$ cat src/rtl/mm_pkg.sv
// Shared definitions for the matrix-multiply datapath blocks:
// collector FSM encoding, saturating-add widths and index sizing.
package mm_pkg;

  typedef enum logic [1:0] {
    ST_IDLE    = 2'd0,
    ST_COLLECT = 2'd1,
    ST_DRAIN   = 2'd2
  } state_t;

  // One guard bit is enough to detect overflow of a two-operand signed add.
  localparam int SatGuardBits = 1;

  // Counter width for n positions; never below one bit so degenerate sizes still elaborate.
  function automatic int idx_bits(input int n);
    return (n > 1) ? $clog2(n) : 1;
  endfunction

endpackage

$ cat src/rtl/psum_collector_if.sv
// Bus between the systolic array / downstream consumer and psum_collector.
interface psum_collector_if #(
  parameter int PsumWidth = 16
);
  // Handshakes: psumValid is a one-sided strobe (the collector has no stall path),
  // a psum transfers on every rising edge with psumValid=1 in COLLECT. outData
  // transfers on a rising edge where outValid && outReady; while outValid=1 and
  // outReady=0 the collector holds outData and outValid unchanged.
  logic                 start;
  logic                 psumValid;
  logic [PsumWidth-1:0] psumIn;
  logic                 outValid;
  logic [PsumWidth-1:0] outData;
  logic                 outReady;
  logic                 busy;
  logic                 done;
  logic                 protoErr;

  modport master (
    output start, psumValid, psumIn, outReady,
    input  outValid, outData, busy, done, protoErr
  );

  modport slave (
    input  start, psumValid, psumIn, outReady,
    output outValid, outData, busy, done, protoErr
  );

endinterface

$ cat src/rtl/sat_add.sv
// Two's-complement adder that clamps to the representable range instead of wrapping.
module sat_add
  import mm_pkg::*;
#(
  parameter int PsumWidth = 16
) (
  input  logic [PsumWidth-1:0] a,
  input  logic [PsumWidth-1:0] b,
  output logic [PsumWidth-1:0] y
);

  localparam int SumW = PsumWidth + SatGuardBits;
  localparam logic [PsumWidth-1:0] MaxVal = {1'b0, {(PsumWidth-1){1'b1}}};
  localparam logic [PsumWidth-1:0] MinVal = {1'b1, {(PsumWidth-1){1'b0}}};

  logic [SumW-1:0] sum;

  always_comb begin
    sum = {a[PsumWidth-1], a} + {b[PsumWidth-1], b};
    y   = sum[PsumWidth-1:0];
    // Guard bit disagreeing with the result sign bit means the add overflowed.
    if (sum[SumW-1] != sum[SumW-2]) begin
      y = sum[SumW-1] ? MinVal : MaxVal;
    end
  end

endmodule

$ cat src/rtl/psum_collector.sv
// Accumulates Passes partial-sum passes of Height rows into a local buffer,
// then drains the results with a valid/ready output.
module psum_collector
  import mm_pkg::*;
#(
  parameter int Height    = 4,
  parameter int PsumWidth = 16,
  parameter int Passes    = 2
) (
  input  logic                   clk,
  input  logic                   rst,
  psum_collector_if.slave        bus,
  output state_t                 dbg_state
);

  localparam int IdxW  = idx_bits(Height);
  localparam int PassW = idx_bits(Passes);
  localparam logic [IdxW-1:0]  LastIdx  = IdxW'(Height - 1);
  localparam logic [PassW-1:0] LastPass = PassW'(Passes - 1);

  state_t               state;
  logic [IdxW-1:0]      wr_idx;
  logic [IdxW-1:0]      rd_idx;
  logic [PassW-1:0]     pass_cnt;
  logic [PsumWidth-1:0] psum_buf [Height];
  logic [PsumWidth-1:0] sat_y;
  logic [PsumWidth-1:0] wr_val;
  logic [IdxW-1:0]      rd_nxt;
  logic                 buf_we;
  logic                 out_valid_q;
  logic [PsumWidth-1:0] out_data_q;
  logic                 done_q;
  logic                 proto_err_q;

  sat_add #(.PsumWidth(PsumWidth)) u_sat_add (
    .a (psum_buf[wr_idx]),
    .b (bus.psumIn),
    .y (sat_y)
  );

  always_comb begin
    wr_val = (pass_cnt == '0) ? bus.psumIn : sat_y;
    buf_we = (state == ST_COLLECT) && bus.psumValid;
    rd_nxt = rd_idx + 1'b1;
  end

  // Buffer has no reset: it is always fully rewritten by pass 0 before any readback.
  always_ff @(posedge clk) begin
    if (buf_we) begin
      psum_buf[wr_idx] <= wr_val;
    end
  end

  always_ff @(posedge clk or posedge rst) begin
    if (rst) begin
      state       <= ST_IDLE;
      wr_idx      <= '0;
      rd_idx      <= '0;
      pass_cnt    <= '0;
      out_valid_q <= 1'b0;
      out_data_q  <= '0;
      done_q      <= 1'b0;
      proto_err_q <= 1'b0;
    end else begin
      done_q <= 1'b0;
      case (state)
        ST_IDLE: begin
          if (bus.psumValid) begin
            proto_err_q <= 1'b1;
          end
          if (bus.start) begin
            state    <= ST_COLLECT;
            wr_idx   <= '0;
            rd_idx   <= '0;
            pass_cnt <= '0;
          end
        end

        ST_COLLECT: begin
          if (bus.start) begin
            proto_err_q <= 1'b1;
          end
          if (bus.psumValid) begin
            if (wr_idx == LastIdx) begin
              wr_idx <= '0;
              if (pass_cnt == LastPass) begin
                state       <= ST_DRAIN;
                out_valid_q <= 1'b1;
                // Row 0 may be the very entry written on this edge when Height is 1.
                out_data_q  <= (LastIdx == '0) ? wr_val : psum_buf[0];
              end else begin
                pass_cnt <= pass_cnt + 1'b1;
              end
            end else begin
              wr_idx <= wr_idx + 1'b1;
            end
          end
        end

        ST_DRAIN: begin
          if (bus.start || bus.psumValid) begin
            proto_err_q <= 1'b1;
          end
          if (out_valid_q && bus.outReady) begin
            if (rd_idx == LastIdx) begin
              state       <= ST_IDLE;
              out_valid_q <= 1'b0;
              done_q      <= 1'b1;
            end else begin
              rd_idx     <= rd_nxt;
              out_data_q <= psum_buf[rd_nxt];
            end
          end
        end

        default: begin
          state       <= ST_IDLE;
          out_valid_q <= 1'b0;
        end
      endcase
    end
  end

  assign bus.outValid = out_valid_q;
  assign bus.outData  = out_data_q;
  assign bus.busy     = (state == ST_COLLECT) || (state == ST_DRAIN);
  assign bus.done     = done_q;
  assign bus.protoErr = proto_err_q;
  assign dbg_state    = state;

endmodule

$ cat src/flat_wrapper.sv
// flat-port wrapper written by rule: the top's interface ports become plain ports
module psum_collector_flat import mm_pkg::*;
#(
  parameter int Height    = 4,
  parameter int PsumWidth = 16,
  parameter int Passes    = 2
)
  (clk, rst, dbg_state, bus_start, bus_psumValid, bus_psumIn, bus_outReady, bus_outValid, bus_outData, bus_busy, bus_done, bus_protoErr);
  psum_collector_if #(.PsumWidth(PsumWidth)) bus_i ();
  input  logic clk;
  input  logic rst;
  output state_t dbg_state;
  input wire logic [$bits(bus_i.start)-1:0] bus_start;
  input wire logic [$bits(bus_i.psumValid)-1:0] bus_psumValid;
  input wire logic [$bits(bus_i.psumIn)-1:0] bus_psumIn;
  input wire logic [$bits(bus_i.outReady)-1:0] bus_outReady;
  output wire logic [$bits(bus_i.outValid)-1:0] bus_outValid;
  output wire logic [$bits(bus_i.outData)-1:0] bus_outData;
  output wire logic [$bits(bus_i.busy)-1:0] bus_busy;
  output wire logic [$bits(bus_i.done)-1:0] bus_done;
  output wire logic [$bits(bus_i.protoErr)-1:0] bus_protoErr;
  assign bus_i.start = bus_start;
  assign bus_i.psumValid = bus_psumValid;
  assign bus_i.psumIn = bus_psumIn;
  assign bus_i.outReady = bus_outReady;
  assign bus_outValid = bus_i.outValid;
  assign bus_outData = bus_i.outData;
  assign bus_busy = bus_i.busy;
  assign bus_done = bus_i.done;
  assign bus_protoErr = bus_i.protoErr;
  psum_collector #(.Height(Height), .PsumWidth(PsumWidth), .Passes(Passes)) u_core (.clk(clk), .rst(rst), .bus(bus_i), .dbg_state(dbg_state));
endmodule
$ cat config.mk
export PLATFORM = sky130hd
export DESIGN_NAME = psum_collector_flat
export DESIGN_NICKNAME = d
export VERILOG_FILES = /design/src/rtl/mm_pkg.sv /design/src/rtl/psum_collector_if.sv /design/src/rtl/sat_add.sv /design/src/rtl/psum_collector.sv /design/src/flat_wrapper.sv
export SDC_FILE = /design/constraint.sdc
export NUM_CORES = 1
export LEC_CHECK = 0
export CORE_UTILIZATION = 35
export CTS_CLUSTER_DIAMETER = 120
export DETAILED_ROUTE_END_ITERATION = 10
export PLACE_DENSITY = 0.59
export SLEW_MARGIN = 0
export SYNTH_ARGS = -nofsm -noshare
export SYNTH_HDL_FRONTEND = slang
export SYNTH_HIERARCHICAL = 1
export SYNTH_SLANG_ARGS = --single-unit
$ cat constraint.sdc
create_clock -name clk -period 11.1 [get_ports clk]
set_input_delay 1.11 -clock clk [delete_from_list [all_inputs] [get_ports clk]]
set_output_delay 1.11 -clock clk [all_outputs]
set_load 0.005 [all_outputs]
# Word level (Yosys, flattened, before mapping)

Memory sizes are Yosys's and may differ from the RTL's.
Index checks and enable logic that the tools add are counted.

$add $sub $neg: 4
Multiply operators: 0
Div/mod/pow operators: 0
Order comparisons: 0
Eq/ne operators: 15
Shift-type cells: 0
Mux-type cells: 43
Bitwise operators: 1
Reductions and logical operators: 16

Operators by type and width:

| cell                | number |
|---|---|
| $mux 16             | 8 |
| $pmux 16 s2         | 1 |
| $mux 2              | 11 |
| $reduce_and 6->1    | 3 |
| $add 16x16->17      | 1 |
| $mux 1              | 17 |
| $ne 2x2->1 const B  | 6 |
| $reduce_and 4->1    | 3 |
| $ne 2x1->1 const B  | 4 |
| $pmux 2 s2          | 2 |
| $eq 2x2->1 const B  | 3 |
| $pmux 1 s3          | 2 |
| $pmux 2 s3          | 1 |
| $reduce_bool 2->1   | 3 |
| $add 2x1->2 const B | 2 |
| $reduce_and 3->1    | 1 |
| $reduce_bool 3->1   | 1 |
| $eq 2x1->1 const B  | 1 |
| $logic_and 1x1->1   | 2 |
| $logic_not 2->1     | 1 |
| $logic_or 1x1->1    | 2 |
| $pmux 1 s2          | 1 |
| $add 1x1->1 const B | 1 |
| $ne 1x1->1          | 1 |
| $not 1->1           | 1 |

Register bits: 26
Latch bits: 0
RAM bits: 64
Bits in read-only memories: 0
Bits of input ports: 21
Output and inout port bits: 22
Logic and storage cells: 88
Memories: 1

Memories:

| name            | depth | width | read ports | clocked after Yosys merged registers in | wr ports | RTL line             | RTL |
|---|---|---|---|---|---|---|---|
| u_core.psum_buf | 4     | 16    | 3          | 0                                       | 1        | psum_collector.sv:25 | `logic [PsumWidth-1:0] psum_buf [Height];` |

# Longest topological paths before layout

Gate-level depths: netlist of the first run.

Word-level depth: 5
Mapped depth: 15
Mapped depth without buffers: 12

# Hierarchy

Netlist of the first run, hierarchy kept.

By module, submodules not included:

| module         | times used | cells an instance | area each (µm²) | seq. area each (µm²) |
|---|---|---|---|---|
| psum_collector | 1          | 300               | 4,202.8         | 2,572.5 |
| sat_add        | 1          | 150               | 1,139.8         | 0.0 |

# Worst setup path after synthesis of the first run

Ideal clock, no wire load.

Path type: flip-flop to flip-flop
Start: register u_core.wr_idx[0]
End: memory u_core.psum_buf[0][11] (data pin)
Library setup time: 266 ps
Data arrival time: 3,253 ps
Setup slack: 7,581 ps
Cell stages (with the launch flop): 16
Path buffers: 3
Clock period less this slack: 3,519 ps
Path through: dfrtp_1 buf_2 buf_2 mux4_2 ha_1 inv_1 fa_1 nor2b_4 o31ai_2 a21oi_2 o2111ai_1 and3_1 buf_6 mux2i_4 maj3_1 mux2_2

Cells in the longest elaborated chain, start to end: 5
Elaborated cells on any way between the ends: 6
Those cells by class: add/sub (1); eq/ne (1); mux (3); memory (1)

Ends and longest elaborated chain:

| what                                  | RTL line                     | RTL |
|---|---|---|
| start, declared                       | psum_collector.sv:22         | `logic [IdxW-1:0] wr_idx;` |
| start signal, assigned                | psum_collector.sv:95         | `wr_idx <= wr_idx + 1'b1;` |
| $mem_v2 4x16 *                        | --                           |  |
| $add 16x16->17 *                      | sat_add.sv:19                | `sum = {a[PsumWidth-1], a} + {b[PsumWidth-1], b};` |
| $mux 16 or $ne 1x1->1 (tied branches) | sat_add.sv:23, sat_add.sv:22 |  |
| $mux 16 *                             | sat_add.sv:22                | `if (sum[SumW-1] != sum[SumW-2]) begin` |
| via u_core.sat_y[11]                  | psum_collector.sv:26         | `logic [PsumWidth-1:0] sat_y;` |
| $mux 16 *                             | psum_collector.sv:42         | `wr_val = (pass_cnt == '0) ? bus.psumIn : sat_y;` |
| via u_core.wr_val[11]                 | psum_collector.sv:27         | `logic [PsumWidth-1:0] wr_val;` |
| end, declared                         | psum_collector.sv:25         |  |

Mark *: on every way through the listed nets, which the timed path passes. The rest lies on a longest branch.

# Final worst setup path of the first run

Start: register u_core.wr_idx[1]
End: memory u_core.psum_buf[3][5] (data pin)

The elaborated chain is that of the path after synthesis.

==> key figures, run 1 <==
Setup path
  – R2R Path Start: u_core/wr_idx[1]$_DFFE_PP0P_
  – Worst reg2reg path endpoint: u_core/psum_buf[3][5]$_DFFE_PP_
  – Crit Path Class: reg2reg
  – Worst setup SP type: register
  – Critical path endpoint category: register
  – Critical-path cell list: mux4_2 > ha_1 > inv_1 > fa_1 > nor2b_4 > o31ai_2 > a21oi_2 > o2111ai_1 > and3_1 > mux2i_4 > maj3_1 > mux2_2
  – Highest cell delay on the worst timing path: roughly 1.0 ns
  – Cells on worst reg2reg path: 12
  – CP top delay family: multiplexers
  – Crit path required time: roughly 11 ns
  – Max stage delay cell, worst path: dfrtp_1
  – Flop-to-flop setup slack: about 6.6 ns
  – Crit path buf inv count: 1
  – CP arrival: about 4.6 ns
  – Crit-path max FO: 19

Logic synthesis
  – Distinct cells, synth: 58
  – Register bit total from synthesis: 90
  – Top_reg_cell synth: edfxtp_1
  – Post-Syn Area: around 0.0053 mm2
  – EDFF count, synth: 64
  – Yosys top cell by area: edfxtp_1
  – Syn nets: 500
  – Post-Syn Instances: 450
  – Synth warn: 6
  – Top cells by area, synth: edfxtp_1, dfrtp_1, mux4_2
  – Asr flop ratio synth: between 20% and 30%
  – Mean Syn Cell Area: roughly 12 um2
  – Share of the synthesized area in the top cell type: between 30% and 40%
  – Sequential area share after synthesis: approximately half

Cells and area
  – N_diodes: 0
  – Ratio of cells with drive above 1 in the final layout: between 10 and 15%
  – Commonest non-fill, non-tap cell in the layout: edfxtp_1
  – Synth-to-Final Area Change: 15.1%
  – # nets final: between 500 and 600
  – Design Area, Final: slightly above 0.006 mm2
  – Commonest non-fill, non-tap cells in the layout: edfxtp_1, clkdlybuf4s50_1, nor2_1
  – Number of fill cells: 1368

Clocking
  – CTS tree: built
  – Clk_lat worst skew: between 0.3 and 0.4 ns
  – CTS clock-pin slew for the worst setup and hold paths: approximately 0.060 ns
  – Setup Fix Bufs, Post-CTS: 0
  – Clock Sinks: 90
  – Num CTS Buffers: 9
  – CTS max path bufs: 2
  – H-tree levels: 3
  – Cts repair resizes: 0
  – Post-CTS Hold Buffers: 0
  – Clock root cell: clkbuf_16

Hold path
  – WHS Endpoint: u_core/bus.protoErr$_DFFE_PP0P_
  – Hold Crit Class: reg2reg
  – Worst Hold Path Cells: 1
  – Min-delay src: u_core/bus.protoErr$_DFFE_PP0P_

Status
  – Status: complete, but fails checks
  – Failing checks: DRC

STA
  – Setup TNS: 0 ns
  – Final Hold Fails: 0
  – Fin. max-slew vios: 0
  – Final setup fails: 0
  – Fmax: about 220 MHz
  – RSZ-0062 raised after global routing: no
  – Worst rel slew slack: 23.1%
  – Final setup margin: 6.64 ns
  – Worst slew pin tran: between 1 and 1.5 ns
  – Fin crit period: 4.46 ns
  – Worst Skew: 0.00583 ns
  – Fin crit share: 40.2%

Die
  – Io pins: 43
  – Die area: 0.0158 mm2
  – Row count: 44
  – Die width: between 100 and 150 um
  – Initial Util: roughly 36%
  – Die Span Y: 126 um
  – Core ar.: roughly 0.015 mm2

Pwr
  – P_int: around 1 mW
  – Sw Pwr: 0.670 mW
  – Leak Pwr: roughly 2.2 nW
  – Seq pwr share: 29.3%
  – Net Sw Frac: 39.8%
  – Worst IR Drop VDD: 0.117 mV
  – Comb pwr share: between 50% and 60%
  – Clk pwr share: between 15 and 20%
  – Power per cell area: 274 mW/mm2

Placed design
  – Hpwl dp: about 9100 um
  – Placed Area: a little under 0.006 mm2
  – Port Buf Inserts: 42
  – GP Congestion: 0.783
  – Pre-CTS WS: around 6.6 ns

Drt
  – Total Wirelength: ~13000 um
  – Vias/cell: about 5.7
  – Drt pass-1 iters: 8
  – Vias after detailed routing: roughly 3800
  – Number of routed nets with antenna violations: 0
  – Avg WL per Cell: about 20 um
  – DR iter-0 viols: 275
  – DRC: 4

GRT
  – First-pass GRT wire length: 20900 um
  – Total Routing Usage GR: around 17%
  – Vias in the first global route: ~3800
  – Initial antenna violation count: 0
  – Largest net degree at the start of global routing: 32
  – Total grt overflow: 0

Flow run
  – Max_cap viols: 0
-- power groups by stage --
stage	combinational, mW	clock (mW)	sequential, mW
after floorplan	0.695	0	0.465
after global placement	0.899	0	0.498
after detailed placement	0.905	0	0.501
after CTS	0.912	0.282	0.495
after global routing	1.00	0.293	0.503
final	0.912	0.277	0.492
-- Yosys cell counts, types with 16 or more instances --
library cell  count
nor2_1           40
dfrtp_1          26
inv_1            16
edfxtp_1         64
or3_1            16
mux4_2           16
o22ai_1          16
buf_2            16
ha_1             28
nand2_1          29
mux2_2           18
a21oi_1          28
-- cell families after synthesis --
family,after synthesis,synth area share (%)
fa+ha+maj,37,8.48
xor+xnor,14,2.65
simple gates,117,11.1
buf+inv,41,3.82
mux,40,12.1
flops,90,48.1
compound gates,111,13.7
-- sequential cells by signal, indices dropped and copies added (netlist names) --
signal	count
u_core/bus.done	1
u_core/dbg_state	2
u_core/pass_cnt	1
u_core/bus.outValid	1
u_core/rd_idx	2
u_core/bus.outData	16
u_core/wr_idx	2
u_core/psum_buf	64
u_core/bus.protoErr	1
-- how the worst max path moves through the flow --
stage / from / endpoint / slack, ns / cells after the start
global route: u_core/wr_idx[1]$_DFFE_PP0P_ / u_core/psum_buf[1][11]$_DFFE_PP_ / 6.36 / 12
global placement: u_core/wr_idx[1]$_DFFE_PP0P_ / u_core/psum_buf[0][2]$_DFFE_PP_ / 6.73 / 12
finish: u_core/wr_idx[1]$_DFFE_PP0P_ / u_core/psum_buf[3][5]$_DFFE_PP_ / 6.64 / 12
CTS: u_core/wr_idx[1]$_DFFE_PP0P_ / u_core/psum_buf[1][2]$_DFFE_PP_ / 6.62 / 12
floorplan: u_core/wr_idx[0]$_DFFE_PP0P_ / u_core/psum_buf[0][11]$_DFFE_PP_ / 7.58 / 15
detailed placement: u_core/wr_idx[1]$_DFFE_PP0P_ / u_core/psum_buf[2][12]$_DFFE_PP_ / 6.63 / 12
-- layout make-up --
cell class / count / area [um2] / share of cell area, %
Clock buffer: 12 / 246 / 4.01
Clock inverter: 3 / 17.5 / 0.285
Inverter: 17 / 63.8 / 1.04
Multi-Input combinational cell: 319 / 2570 / 41.9
Sequential cell: 90 / 2570 / 41.8
Tap cell: 184 / 230 / 3.75
Timing Repair Buffer: 45 / 443 / 7.21
-- layer usage --
layer / routed length (um) / vias up / global-route usage (%)
met4: 323 / 0 / 6.81
li1: - / 1774 / -
met2: 6640 / 126 / 30.4
met1: 5610 / 1869 / 21.6
met5: 0 / - / 0
met3: 623 / 22 / 2.74
-- metrics by stage --
stage                     instances  hold slack, ns  utilization, %  total power, mW
after floorplan                 450           0.459               -             1.16
after global placement          655           0.453            40.0             1.40
after detailed placement        655           0.463            40.0             1.41
after CTS                       670           0.478            41.8             1.69
after global routing            670           0.485            41.8             1.80
final                           670           0.476            41.8             1.68
No activity file was read; power rests on OpenSTA's default activity.
==> run 2: changes to the inputs <==
Settings changed: PLACE_DENSITY 0.59 to 0.6.
Clock period 11.1 ns to 3.7 ns, I/O delays scaled along.
==> key figures, run 2 (synthesized netlist as in run 1, its figures left out) <==
STA
  – Final setup fails: 0 (unchanged)
  – Setup TNS: 0 ns (unchanged)
  – Fin crit share: 95.1% (was 40.2%)
  – Final Hold Fails: 0 (unchanged)
  – Fmax: 284 MHz (was 224 MHz)
  – Worst rel slew slack: 27.6% (was 23.1%)
  – Fin Hold WS: 0.291 ns (was 0.476 ns)
  – Fin. max-slew vios: 0 (unchanged)
  – Worst Skew: 0.00697 ns (was 0.00583 ns)
  – Fin crit period: 3.52 ns (was 4.46 ns)
  – RSZ-0062 raised after global routing: no (unchanged)
  – Worst slew pin tran: 1.09 ns (was 1.15 ns)

Clocking
  – CTS max path bufs: 2 (unchanged)
  – H-tree levels: 3 (unchanged)
  – Num CTS Buffers: 9 (unchanged)
  – Clock Sinks: 90 (unchanged)
  – Clock root cell: clkbuf_16 (unchanged)
  – Post-CTS Hold Buffers: 0 (unchanged)
  – Clk_lat worst skew: 0.35 ns (was 0.34 ns)
  – CTS tree: built (unchanged)
  – CTS clock-pin slew for the worst setup and hold paths: 0.06 ns (about the same)

Drt
  – Vias after detailed routing: 3758 (was 3791)
  – DR iter-0 viols: 266 (was 275)
  – Vias/cell: 5.47 (was 5.66)
  – Drt pass-1 iters: 8 (unchanged)
  – DRC: 3 (was 4)
  – Total Wirelength: 13100 um (was 13200 um)
  – Avg WL per Cell: 19.1 um (was 19.7 um)
  – Number of routed nets with antenna violations: 0 (unchanged)

Cells and area
  – Reg area: 0.00257 mm2 (about the same)
  – Largest register FFs: 64 (unchanged)
  – Ratio of cells with drive above 1 in the final layout: 18.9% (was 14.8%)
  – Multi-input combinational cell area: 0.00262 mm2 (was 0.00257 mm2)
  – Commonest non-fill, non-tap cell in the layout: edfxtp_1 (unchanged)
  – Biggest register: u_core/psum_buf (unchanged)
  – Synth-to-Final Area Change: 19.3% (was 15.1%)
  – Commonest non-fill, non-tap cells in the layout: edfxtp_1, clkdlybuf4s50_1, nor2_1 (unchanged)
  – Design Area, Final: 0.00637 mm2 (was 0.00615 mm2)
  – Number of fill cells: 1342 (was 1368)
  – N_diodes: 0 (unchanged)
  – # nets final: 548 (was 532)

Pwr
  – Sw Pwr: 2.06 mW (was 0.670 mW)
  – Clk pwr share: 17.2% (was 16.5%)
  – P_int: 3.25 mW (was 1.01 mW)
  – Power per cell area: 834 mW/mm2 (was 274 mW/mm2)
  – Tot Pwr: 5.32 mW (was 1.68 mW)
  – Leak Pwr: 2.31 nW (was 2.21 nW)
  – Worst IR Drop VDD: 0.401 mV (was 0.117 mV)
  – Seq pwr share: 26.5% (was 29.3%)
  – Comb pwr share: 56.3% (was 54.2%)
  – Net Sw Frac: 38.8% (was 39.8%)

Placed design
  – Hpwl dp: 9330 um (was 9090 um)
  – Port Buf Inserts: 42 (unchanged)
  – Placed Area: 0.00601 mm2 (was 0.00588 mm2)
  – GP Congestion: 0.848 (was 0.783)

GRT
  – First-pass GRT wire length: 21200 um (was 20900 um)
  – Total grt overflow: 0 (unchanged)
  – Initial antenna violation count: 0 (unchanged)
  – Total Routing Usage GR: 17.8% (was 17.4%)
  – Largest net degree at the start of global routing: 32 (unchanged)
  – Vias in the first global route: 3840 (was 3768)

Status
  – Failing checks: DRC (unchanged)
  – Status: complete, but fails checks (unchanged)

Setup path
  – Crit Path Class: reg2reg (unchanged)
  – Flop-to-flop setup slack: 0.18 ns (was 6.64 ns)
  – Crit path required time: 3.79 ns (was 11.18 ns)
  – Worst reg2reg path endpoint: u_core/psum_buf[3][11]$_DFFE_PP_ (was u_core/psum_buf[3][5]$_DFFE_PP_)
  – End of the critical path: u_core/psum_buf[3][11]$_DFFE_PP_ (was u_core/psum_buf[3][5]$_DFFE_PP_)
  – CP startpoint: u_core/wr_idx[1]$_DFFE_PP0P_ (unchanged)
  – Crit-path max FO: 8 (was 19)
  – Worst setup SP type: register (unchanged)
  – CP arrival: 3.61 ns (was 4.55 ns)
  – R2R Path Start: u_core/wr_idx[1]$_DFFE_PP0P_ (unchanged)
  – Critical path endpoint category: register (unchanged)
  – Cells on worst reg2reg path: 11 (was 12)

Flow run
  – Max_cap viols: 0 (unchanged)

Die
  – Initial Util: 36.3% (unchanged)
  – Die width: 126 um (unchanged)
  – Io pins: 43 (unchanged)
  – Core ar.: 0.0147 mm2 (unchanged)
  – Row count: 44 (unchanged)
  – Die area: 0.0158 mm2 (unchanged)
  – Die Span Y: 126 um (unchanged)

Hold path
  – Hold Crit Class: in2async (was reg2reg)
run 2: changes by cell type in the layout (fill, tap and decap cells not counted), sizes merged:
cell,before,now
clkinv,2,3
buf,3,19
bufinv,0,1
clkbuf,12,11
run 2: worst min-delay path by stage:
stage,start,endpoint,slack [ns]
after floorplan,rst,u_core/bus.done$_DFF_PP0_,0.41
after global placement,u_core/bus.protoErr$_DFFE_PP0P_,u_core/bus.protoErr$_DFFE_PP0P_,0.45
after detailed placement,u_core/bus.protoErr$_DFFE_PP0P_,u_core/bus.protoErr$_DFFE_PP0P_,0.46
after CTS,rst,u_core/bus.done$_DFF_PP0_,0.31
after global routing,rst,u_core/bus.done$_DFF_PP0_,0.33
final,rst,u_core/bus.done$_DFF_PP0_,0.29
run 2: final cells by class:
class / count / share of cell area (%)
multi-input combinational: 319 / 41.1
timing repair buffer: 61 / 9.23
clock inverter: 5 / 0.864
inverter: 17 / 1.00
sequential: 90 / 40.4
tap: 184 / 3.61
clock buffer: 11 / 3.81
run 2: stage by stage:
step / worst slack [ns] / std cells / utilization [%]
floorplan: 0.181 / 450 / -
global placement: 0.121 / 669 / 40.9
detailed placement: 0.109 / 669 / 40.9
CTS: 0.0881 / 685 / 42.9
global route: 0.00104 / 687 / 43.4
finish: 0.180 / 687 / 43.4
run 2: repair_timing:
action                                  4_1_cts  5_1_grt
hold endpoints to repair                      0        0
endpoints found under the setup margin        0       58
resized for setup                             0       11
buffers inserted                              0        2
run 2: metal layers:
layer,share of wire [%],GRT usage [%],vias to the layer above,wire length [um]
li1,-,-,1799,-
met3,4.7,4.58,14,613
met2,51,30.8,102,6640
met1,43,22.0,1843,5690
met4,1.3,4.81,0,174
met5,0,0,-,0
run 2: power groups by stage:
stage	Combinational (mW)	Sequential [mW]	Clock, mW
4_1_cts	2.92	1.41	0.937
5_1_grt	3.30	1.43	0.976
2_1_floorplan	2.09	1.39	0
6_report	2.99	1.41	0.915
3_5_place_dp	2.90	1.43	0
3_3_place_gp	2.87	1.42	0
run 2: worst max-delay path, cell delays in order, from the launching register on:
cell	delay [ns]
dfrtp_2	0.41
buf_12	0.14
mux4_2	0.52
ha_1	0.39
nand3_1	0.14
nor3_4	0.22
nor3_2	0.08
o21a_2	0.22
o21a_4	0.26
xnor2_4	0.19
maj3_1	0.37
mux2_2	0.31
